<file path="src/rtl/ram_arbiter.sv">
// Two-port arbiter sharing one synchronous RAM between fetch and data ports.
// Data wins by default; a starve counter bounds how long fetch can wait.
module ram_arbiter #(
   parameter int n       = 32,
   parameter int AW      = 17,
   parameter int MAXCONS = 4
) (
   input  logic          clock,
   input  logic          reset,
   input  logic          f_req,
   input  logic [AW-1:0] f_addr,
   output logic          f_gnt,
   output logic          f_rvalid,
   output logic [n-1:0]  f_rdata,
   input  logic          d_req,
   input  logic          d_we,
   input  logic [AW-1:0] d_addr,
   input  logic [n-1:0]  d_wdata,
   output logic          d_gnt,
   output logic          d_rvalid,
   output logic [n-1:0]  d_rdata,
   output logic          ramR,
   output logic          ramW,
   output logic [AW-1:0] ram_addr,
   output logic [n-1:0]  ram_dataW,
   input  logic [n-1:0]  ram_dataR
);

   localparam logic [3:0] MAXC = 4'(MAXCONS);

   logic [3:0] starve;
   logic       owner;
   logic       d_sel;

   always_comb begin
      d_sel = d_req && (starve < MAXC);
      d_gnt = !reset && d_sel;
      f_gnt = !reset && !d_sel && f_req;
   end

   always_comb begin
      ramR      = 1'b0;
      ramW      = 1'b0;
      ram_addr  = '0;
      ram_dataW = '0;
      if (d_gnt) begin
         ram_addr  = d_addr;
         ramW      = d_we;
         ramR      = !d_we;
         ram_dataW = d_wdata;
      end else if (f_gnt) begin
         ram_addr = f_addr;
         ramR     = 1'b1;
      end
   end

   // owner remembers which port issued last cycle's access
   always_ff @(posedge clock or posedge reset) begin
      if (reset) begin
         starve   <= '0;
         owner    <= 1'b0;
         f_rvalid <= 1'b0;
         d_rvalid <= 1'b0;
      end else begin
         f_rvalid <= f_gnt;
         d_rvalid <= d_gnt && !d_we;
         owner    <= d_gnt;
         if (f_gnt || !f_req)
            starve <= '0;
         else if (d_gnt && (starve < MAXC))
            starve <= starve + 4'd1;
      end
   end

   always_comb begin
      f_rdata = (f_rvalid && !owner) ? ram_dataR : '0;
      d_rdata = (d_rvalid && owner)  ? ram_dataR : '0;
   end

endmodule

</file>
<file path="config.mk">
export PLATFORM = sky130hd
export DESIGN_NAME = ram_arbiter
export DESIGN_NICKNAME = d
export VERILOG_FILES = /design/src/rtl/ram_arbiter.sv
export SDC_FILE = /design/constraint.sdc
export NUM_CORES = 1
export LEC_CHECK = 0
export CORE_MARGIN = 4
export CORE_UTILIZATION = 18
export CTS_CLUSTER_SIZE = 8
export DETAILED_ROUTE_END_ITERATION = 7
export GPL_ROUTABILITY_DRIVEN = 0
export PLACE_DENSITY = 0.77
export SKIP_CTS_REPAIR_TIMING = 1
export SLEW_MARGIN = 20
export SYNTH_ARGS = -nofsm -noshare
export SYNTH_HDL_FRONTEND = slang
export SYNTH_SLANG_ARGS = --single-unit
</file>
<file path="constraint.sdc">
create_clock -name clock -period 1.8 [get_ports clock]
set_clock_uncertainty 0.15 [all_clocks]
set_input_delay 0.45 -clock clock [delete_from_list [all_inputs] [get_ports clock]]
set_output_delay 0.45 -clock clock [all_outputs]
set_load 0.1 [all_outputs]
</file>
### Word-level counts from Yosys, hierarchy flattened

Index checks and enable logic that the tools add are counted.

| operators by class | value |
|---|---|
| add/sub/neg operators | 1 |
| multipliers | 0 |
| div/mod/pow operators | 0 |
| $lt $le $gt $ge | 1 |
| equal/unequal tests | 0 |
| shifts and indexed selects | 0 |
| muxes and demuxes | 10 |
| bitwise gates (word level) | 0 |
| reduce and logical (&&, ||, !) cells | 15 |

Operators by type and width:

| cell | number |
|---|---|
| 32-bit 2-to-1 mux | 3 |
| 17-bit 2-to-1 mux | 2 |
| 1-bit logical AND | 8 |
| 4-bit 2-to-1 mux | 2 |
| 1-bit logical NOT | 5 |
| 4-bit by 1-bit adder with 4-bit output (second input constant) | 1 |
| 4-bit by 3-bit less-than comparator with 1-bit output (second input constant) | 1 |
| 1-bit 2-to-1 mux | 3 |
| 2-bit nonzero test | 1 |
| 1-bit logical OR | 1 |

| word-level totals | value |
|---|---|
| register bits | 7 |
| bits in latches | 0 |
| bits in writable memories | 0 |
| memory bits (read-only) | 0 |
| output and inout bits | 119 |
| word-level logic and storage cells | 31 |
| memories | 0 |

### Longest topological paths before layout

Gate-level depths: netlist (run 1).

| depth | value |
|---|---|
| depth after elaboration | 7 |
| mapped depth | 4 |
| mapped depth without buffers | 3 |

### Least setup slack after synthesis (run 1)

OpenSTA, ideal clock, no wires.

| timing | value |
|---|---|
| path type | input-to-output |
| start | input reset |
| end | output ramR |
| arrival | 2.460 ns |
| data required time | 1.200 ns |
| path slack | -1.260 ns |
| cell stages on the path | 2 |
| buffers on the path | 0 |
| cell sequence | or4b_4 o2bb2ai_1 |

| on the way | value |
|---|---|
| word-level cells in the longest chain between the ends | 5 |
| elaborated cells on any way between the ends | 6 |
| those cells by class | mux: 2; reduce/logical: 4 |

Ends and longest elaborated chain:

| element | RTL line | RTL |
|---|---|---|
| start: declaration | 9 | `input logic reset,` |
| 1-bit logical NOT (no source line) * | -- |  |
| 1-bit logical AND (2 in a row) | 38 | `f_gnt = !reset && !d_sel && f_req;` |
| 1-bit 2-to-1 mux | 51 | `end else if (f_gnt) begin` |
| 1-bit 2-to-1 mux * | 46 | `if (d_gnt) begin` |
| end: declaration | 22 | `output logic ramR,` |

Mark *: on every way between the ends. The rest lies on a longest branch, timed or not.

### Worst setup path after layout (run 1)

| timing | value |
|---|---|
| start | register starve[2] |
| end | output ram_addr[8] |

| on the way | value |
|---|---|
| word-level cells in the longest chain between the ends | 7 |
| elaborated cells on any way between the ends | 8 |
| those cells by class | order compare: 1; mux: 2; reduce/logical: 5 |

Ends and longest elaborated chain:

| element | RTL line | RTL |
|---|---|---|
| start: declaration | 31 | `logic [3:0] starve;` |
| start signal: assignment | 71 | `starve <= starve + 4'd1;` |
| 4-bit by 3-bit less-than comparator with 1-bit output * | 36 | `d_sel = d_req && (starve < MAXC);` |
| 1-bit logical AND * | 36 |  |
| 1-bit logical NOT | 38 |  |
| 1-bit logical AND (2 in a row) | 38 |  |
| 17-bit 2-to-1 mux | 51 |  |
| 17-bit 2-to-1 mux * | 46 |  |
| end: declaration | 24 | `output logic [AW-1:0] ram_addr,` |

Marked as above.

==> qor_table.md, run 1 <==
| Item | Reported |
| --- | --- |
| Post-Synthesis Net Count | 263 |
| Core occupancy in the finished layout | 0.896 |
| Worst EP arrival | 1.84 ns |
| Total number of vias | 2,223 |
| Setup TNS after final layout | -37.81 ns |
| Global-route wire length before repair | 11,700 µm |
| Share of cells above drive strength 1 | 0.694 |
| Die Area | 7980 µm² |
| Type of element launching the critical path | flip-flop |
| Number of global-route vias before repair | 2,279 |
| Critical R2R Launch | starve[2] |
| CTS Sinks | 7 |
| Global-route met1 utilization | 0.173 |
| Result of the run | complete, but fails checks |
| HPWL after DPL | 7440 µm |
| Syn. warnings | 0 |
| Wirelength per Cell | 21.4 µm |
| Fin crit period | 2.44 ns |
| Min-delay worst type | primary input to async pin |
| Number of DRC markers after the initial detailed-route iteration | 41 |
| Worst-case setup slack after placement | -0.835 ns |
| Synth Area per Inst | 7.49 µm² |
| Initial core utilization | 0.187 |
| Core area | 6390 µm² |
| Critical setup path kind | flip-flop to output pin |
| Final-stage net count | 497 |
| Worst vdd ir | 0.000287 V |
| Max Root-Sink Buffers | 2 |
| Pleak | 0.00262 µW |
| Ant diodes | 0 |
| Number of levels the H-tree was split into | 1 |
| Cell Count Post-Placement | 456 |
| Synthesized instance count | 159 |
| Number of antenna violations at the first check in global routing | 0 |
| Worst setup startpoint | starve[2] |
| Final number of max-transition violations | 0 |
| CTS buffer count | 3 |
| Std-Cell Rows | 29 |
| Chip height | 89.3 µm |
| Remaining global-route overflow | 0 |
| Achievable clock frequency | 409 MHz |
| Period utilization | 1.36 |
| Chip width | 89.3 µm |
| Data required time of the worst path | 1.20 ns |
| Setup repair after global routing missed its margin | yes |
| Library cell used as clock root buffer | sky130_fd_sc_hd__clkbuf_8 |
| Number of buffers inserted by port buffering | 221 |
| CP Max Fanout | 8 |
| Gr busiest metal | met2 |
| Synthesis-to-layout area growth | 380% |
| TritonCTS clock tree | yes |
| Max-capacitance violation count | 0 |
| Clock latency of the later-clocked register in the worst-skew pair | 0.23 ns |
| Detailed Routing Iterations Pass 1 | 4 |
| Power per Cell Area | 342 nW/µm² |
| I/O pin count | 222 |
| Sort of element at the end of the critical path | output pin |
| Violations in the final reports | setup timing |
| Worst relative slew slack | 0.833 |
| Slew of the pin with the lowest slew margin | 0.250 ns |
| GRT Overall Usage | 0.188 |
| Count of unresolved DRC violations after routing | 0 |
| Total setup violations reported at the end of the flow | 117 |
| PnR Total Power | 1960 µW |
| Post-synthesis instance area | 1190 µm² |
| Clock slew at reported path FFs | 0.04 ns |
| Maximum number of pins on one net before global-route repair | 34 |
| Sequential fraction of the synthesis area | 0.147 |
| GR met2 Demand/Resource | 0.375 |
| Distinct cell type count after synthesis | 19 |
| Antenna-violating nets left | 0 |
| Total count of hold-check failures in the final report | 0 |
| Drt total wl | 10,000 µm |
| Met3 usage | 0.0664 |
| Vias per Instance | 4.74 |
| Synth Register Bits | 7 |
| Final worst slack | -0.645 ns |
| Finished Layout Cells | 469 |
-- synth_stat cells --
master                      count  area, µm²
sky130_fd_sc_hd__and2_1        66        413
sky130_fd_sc_hd__and3_1        33        206
sky130_fd_sc_hd__a32o_1        17        170
sky130_fd_sc_hd__clkbuf_1       9       33.8
sky130_fd_sc_hd__dfrtp_1        7        175
sky130_fd_sc_hd__buf_6          5       56.3
sky130_fd_sc_hd__buf_2          4       20.0
sky130_fd_sc_hd__nand3_1        3       15.0
sky130_fd_sc_hd__o21ai_0        3       15.0
sky130_fd_sc_hd__nand2_1        2       7.51
sky130_fd_sc_hd__nor2b_1        2       12.5
sky130_fd_sc_hd__ha_1           1       12.5
sky130_fd_sc_hd__inv_1          1       3.75
sky130_fd_sc_hd__inv_6          1       8.76
sky130_fd_sc_hd__nand2b_1       1       6.26
sky130_fd_sc_hd__nor2_1         1       3.75
sky130_fd_sc_hd__o2bb2ai_1      1       8.76
sky130_fd_sc_hd__or3b_1         1       8.76
sky130_fd_sc_hd__or4b_4         1       13.8
-- through the flow --
step                      hold WS [ns]  area (µm²)
after global placement           0.339        5350
after floorplan                  0.103        1820
after detailed placement         0.384        5350
after global routing             0.223        5720
after CTS                        0.393        5400
final                            0.201        5720
-- kinds of logic (layout without fill, tap and decap cells) --
kind of cell             count (synthesis)  in the layout  share of synthesized area
flip-flops                               7              7                      0.147
adder cells (fa/ha/maj)                  1              1                     0.0105
buffers and inverters                   20            253                      0.103
AND/OR/NAND/NOR                        110            110                      0.577
AO/OA/AOI/OAI                           21             21                      0.163
-- final timing paths --
path,endpoint,slack (ns),depth (start not counted)
min,d_rvalid,0.20,3
max in group asynchronous,f_rvalid,1.07,3
min in group clock,starve[1],0.44,2
max,ram_addr[8],-0.64,5
min reg2reg,starve[1],0.44,2
max reg2reg,starve[0],0.16,3
-- critical path, stage by stage, from the launching register on --
cell and delay [ns]:
sky130_fd_sc_hd__dfrtp_1 0.42, sky130_fd_sc_hd__or4b_4 0.58, sky130_fd_sc_hd__clkinv_8 0.12, sky130_fd_sc_hd__clkbuf_16 0.16, sky130_fd_sc_hd__a32o_4 0.15, sky130_fd_sc_hd__buf_12 0.17
-- power breakdown --
group	total [µW]	switching [µW]	internal (µW)
clock network	224	70.6	153
registers	172	8.04	164
logic	1560	866	694
total	1960	945	1010
-- layer usage --
layer	part of all wire	up-vias
met5	0	-
met4	0.026	0
met3	0.11	20
met2	0.56	156
met1	0.30	1024
li1	-	1023
-- layout by cell type, fill, tap and decap left out, types with 2 or more instances in the layout --
cell type	Yosys	layout
sky130_fd_sc_hd__a32o_4	0	16
sky130_fd_sc_hd__and2_4	0	66
sky130_fd_sc_hd__and3_4	0	32
sky130_fd_sc_hd__buf_12	0	131
sky130_fd_sc_hd__buf_4	0	5
sky130_fd_sc_hd__buf_6	5	4
sky130_fd_sc_hd__clkbuf_16	0	5
sky130_fd_sc_hd__clkbuf_8	0	3
sky130_fd_sc_hd__clkdlybuf4s50_1	0	67
sky130_fd_sc_hd__dfrtp_1	7	4
sky130_fd_sc_hd__dfrtp_4	0	2
sky130_fd_sc_hd__dlymetal6s2s_1	0	35
sky130_fd_sc_hd__nand2_1	2	2
sky130_fd_sc_hd__nand3_1	3	3
sky130_fd_sc_hd__nor2b_4	0	2
sky130_fd_sc_hd__o21ai_0	3	3
-- layout make-up --
class | count | area (µm²)
Timing Repair Buffer | 247 | 3940
Fill cell | 252 | 666
Sequential cell | 7 | 184
Tap cell | 77 | 96.3
Inverter | 2 | 20.0
Clock buffer | 4 | 45.0
Multi-Input combinational cell | 132 | 1440
-- state kept, by name, summed over array words and instances (netlist names) --
signal    cells
starve        4
d_rvalid      1
f_rvalid      1
owner         1
(Power assumes the default switching activity.)
==> inputs of run 2 (changes only) <==
CORE_AREA = 4 4 83 85   (was default)
CORE_MARGIN = default   (was 4)
CORE_UTILIZATION = default   (was 18)
DIE_AREA = 0 0 87 89   (was default)
DONT_BUFFER_PORTS = 1   (was default)
PLACE_DENSITY = default   (was 0.77)
==> run 2 against run 1 <==
  * Design area down 43%
  * Setup slack better by 0.056 ns
  * Total power down 26%
  * Non-clock buffer count down 169
  * Sequential share of layout area grew 2.5 points
  * The flow still finishes with violations (setup timing)
  * Register-to-register slack better by 0.06 ns
  * Critical path type unchanged
  * Sequential cell count unchanged
  * First-iteration DRC count is 59% lower
  * Clock power down 4%
  * Critical endpoint is now ram_dataW[6]
  * Combinational power down 31%
  * Maximum frequency up 2.4%
  * Final cell count decreased by 36%
==> qor_table.md, run 2 (same netlist as run 1, synthesis figures left out) <==
| Item | Reported | vs previous |
| --- | --- | --- |
| Sequential group share of total power | 0.117 | was 0.088 |
| CTS Sinks | 7 | unchanged |
| Final-stage net count | 328 | was 497 |
| Slowest Stage Delay on Critical Path | 0.57 ns | was 0.58 ns |
| Most common cell after layout, fill and taps aside | sky130_fd_sc_hd__and2_4 | was sky130_fd_sc_hd__buf_12 |
| Largest register FFs | 4 | unchanged |
| Total count of hold-check failures in the final report | 0 | unchanged |
| Worst vdd ir | 0.000396 V | was 0.000287 V |
| Synthesis-to-layout area growth | 172% | was 380% |
| PnR Total Power | 1460 µW | was 1960 µW |
| Number of DRC markers after the initial detailed-route iteration | 17 | was 41 |
| Global-route wire length before repair | 7610 µm | was 11,700 µm |
| Setup slack on the worst flop-to-flop path | 0.22 ns | was 0.16 ns |
| Remaining global-route overflow | 0 | unchanged |
| Maximum number of pins on one net before global-route repair | 34 | unchanged |
| Min-delay worst type | primary input to flip-flop | was primary input to async pin |
| Placed Area | 2920 µm² | was 5350 µm² |
| Critical-path cell with the highest stage delay | sky130_fd_sc_hd__or4b_4 | unchanged |
| Worst hold stages | 1 |  |
| Register with the most flip-flops | starve | unchanged |
| Share of cells above drive strength 1 | 0.910 | was 0.694 |
| Std-Cell Rows | 29 | unchanged |
| Finished Layout Cells | 300 | was 469 |
| Drt total wl | 6550 µm | was 10,000 µm |
| Part of the total power dissipated in combinational logic | 0.735 | was 0.797 |
| Achievable clock frequency | 419 MHz | was 409 MHz |
| Number of buffers inserted by port buffering | 0 | was 221 |
| Pleak | 0.00133 µW | was 0.00262 µW |
| HPWL after DPL | 5000 µm | was 7440 µm |
| Total setup violations reported at the end of the flow | 117 | unchanged |
| Chip height | 89 µm | was 89.3 µm |
| Worst-case setup slack after placement | -0.390 ns | was -0.835 ns |
| CTS buffer count | 3 | unchanged |
| I/O pin count | 222 | unchanged |
| Violations in the final reports | setup timing | unchanged |
| Storage element area | 184 µm² | unchanged |
| Final worst slack | -0.588 ns | was -0.645 ns |
| Fin crit period | 2.39 ns | was 2.44 ns |
| Worst EP arrival | 1.79 ns | was 1.84 ns |
| Non-Filler Cell Area, Final | 3240 µm² | was 5720 µm² |
| Clk pwr share | 0.148 | was 0.115 |
| Power per Cell Area | 450 nW/µm² | was 342 nW/µm² |
| Total number of vias | 1,538 | was 2,223 |
| Ant diodes | 0 | unchanged |
| Layout fillers | 532 | was 252 |
| Initial core utilization | 0.192 | was 0.187 |
| Period utilization | 1.33 | was 1.36 |
| TritonCTS clock tree | yes | unchanged |
| Setup repair after global routing missed its margin | yes | unchanged |
| Power Internal | 641 µW | was 1010 µW |
| Library cell used as clock root buffer | sky130_fd_sc_hd__clkbuf_8 | unchanged |
| Multi-input combinational cell area | 1430 µm² | was 1440 µm² |
| Vias per Instance | 5.13 | was 4.74 |
| Number of global-route vias before repair | 1,512 | was 2,279 |
| Die Area | 7740 µm² | was 7980 µm² |
| Critical Path, Cell by Cell | or4b_4 -> clkinv_8 -> clkbuf_16 -> and2_4 | was or4b_4 -> clkinv_8 -> clkbuf_16 -> a32o_4 -> buf_12 |
| Slew of the pin with the lowest slew margin | 0.305 ns | was 0.250 ns |
| Final number of max-transition violations | 0 | unchanged |
| Cell Count Post-Placement | 283 | was 456 |
| Detailed Routing Iterations Pass 1 | 4 | unchanged |
| Power spent charging and discharging nets | 816 µW | was 945 µW |
| CP Max Fanout | 8 | unchanged |
| Max-capacitance violation count | 0 | unchanged |
| Worst relative slew slack | 0.796 | was 0.833 |
| Core area | 6200 µm² | was 6390 µm² |
| Data required time of the worst path | 1.20 ns | about the same |
| Worst Hold Margin | 0.138 ns | was 0.201 ns |
| Clock latency of the later-clocked register in the worst-skew pair | 0.22 ns | was 0.23 ns |
| Wirelength per Cell | 21.8 µm | was 21.4 µm |
| Type of element launching the critical path | flip-flop | unchanged |
| Count of unresolved DRC violations after routing | 0 | unchanged |
| Antenna-violating nets left | 0 | unchanged |
| Result of the run | complete, but fails checks | unchanged |
| Top library cells by usage in the layout, fill and taps aside | 66 x sky130_fd_sc_hd__and2_4, 61 x sky130_fd_sc_hd__buf_12, 32 x sky130_fd_sc_hd__and3_4, 16 x sky130_fd_sc_hd__a32o_4, 6 x sky130_fd_sc_hd__buf_6 | was 131 x sky130_fd_sc_hd__buf_12, 67 x sky130_fd_sc_hd__clkdlybuf4s50_1, 66 x sky130_fd_sc_hd__and2_4, 35 x sky130_fd_sc_hd__dlymetal6s2s_1, 32 x sky130_fd_sc_hd__and3_4 |
| Chip width | 87 µm | was 89.3 µm |
| Number of levels the H-tree was split into | 1 | unchanged |
| Max Root-Sink Buffers | 2 | unchanged |
| Critical setup path kind | flip-flop to output pin | unchanged |
| Share of total power consumed by net switching | 0.560 | was 0.483 |
| Number of antenna violations at the first check in global routing | 0 | unchanged |
| Sort of element at the end of the critical path | output pin | unchanged |
| Clock slew at reported path FFs | 0.04 ns | about the same |
| GRT Overall Usage | 0.123 | was 0.188 |
| Reg2Reg Depth | 3 | unchanged |
[run 2: cell count changes in the layout (fill, tap and decap cells not counted), sizes merged]
cell           delta
buf              -68
dlymetal6s2s     -35
clkdlybuf4s50    -67
dlygate4sd3       +1
[run 2: path summary, 6_finish.rpt]
| check | start | to |
|---|---|---|
| worst max-delay path | starve[2] | ram_dataW[6] |
| worst min-delay path | d_we | d_rvalid |
| worst max register to register | starve[3] | f_rvalid |
| worst min register to register | starve[1] | starve[1] |
| max in group asynchronous | reset | d_rvalid |
| min in group asynchronous | reset | starve[2] |
[run 2: worst max-delay path: cells and delay by family, from the launching register on]
family / cells / cell delay (ns)
DFF: 1 / 0.39
buffers and inverters: 2 / 0.26
and+or+nand+nor: 2 / 0.90
[run 2: per-stage QoR]
| step | utilization | setup TNS (ns) |
|---|---|---|
| global route | 0.521 | -43.44 |
| global placement | 0.471 | -18.68 |
| CTS | 0.478 | -42.36 |
| detailed placement | 0.471 | -19.12 |
| finish | 0.521 | -37.96 |
| floorplan | - | -24.54 |
[run 2: area by class of cell]
class	instances	share of cell area
well taps	77	0.0298
inverters	2	0.00619
clock buffers	4	0.0139
multi-input cells	132	0.442
repair buffers	78	0.452
flip-flops and latches	7	0.0568
[run 2: power by group through the flow]
stage / Sequential, µW / Clock (µW) / Combinational, µW
after floorplan: 184 / 0 / 825
after global placement: 179 / 0 / 1000
after detailed placement: 179 / 0 / 1010
after CTS: 177 / 222 / 1010
after global routing: 170 / 234 / 1100
final: 170 / 216 / 1070
[run 2: layer usage]
layer,part of all wire,track usage,vias to the layer above
li1,-,-,686
met2,0.54,0.232,138
met5,0,0,-
met4,0.0081,0.0340,0
met3,0.14,0.0562,4
met1,0.32,0.120,710
==> inputs of run 3 (changes only) <==
CTS_CLUSTER_DIAMETER = 30   (was default)
==> results of run 3 <==
Same layout as run 2: the final DEF is identical, and so are final timing and power.
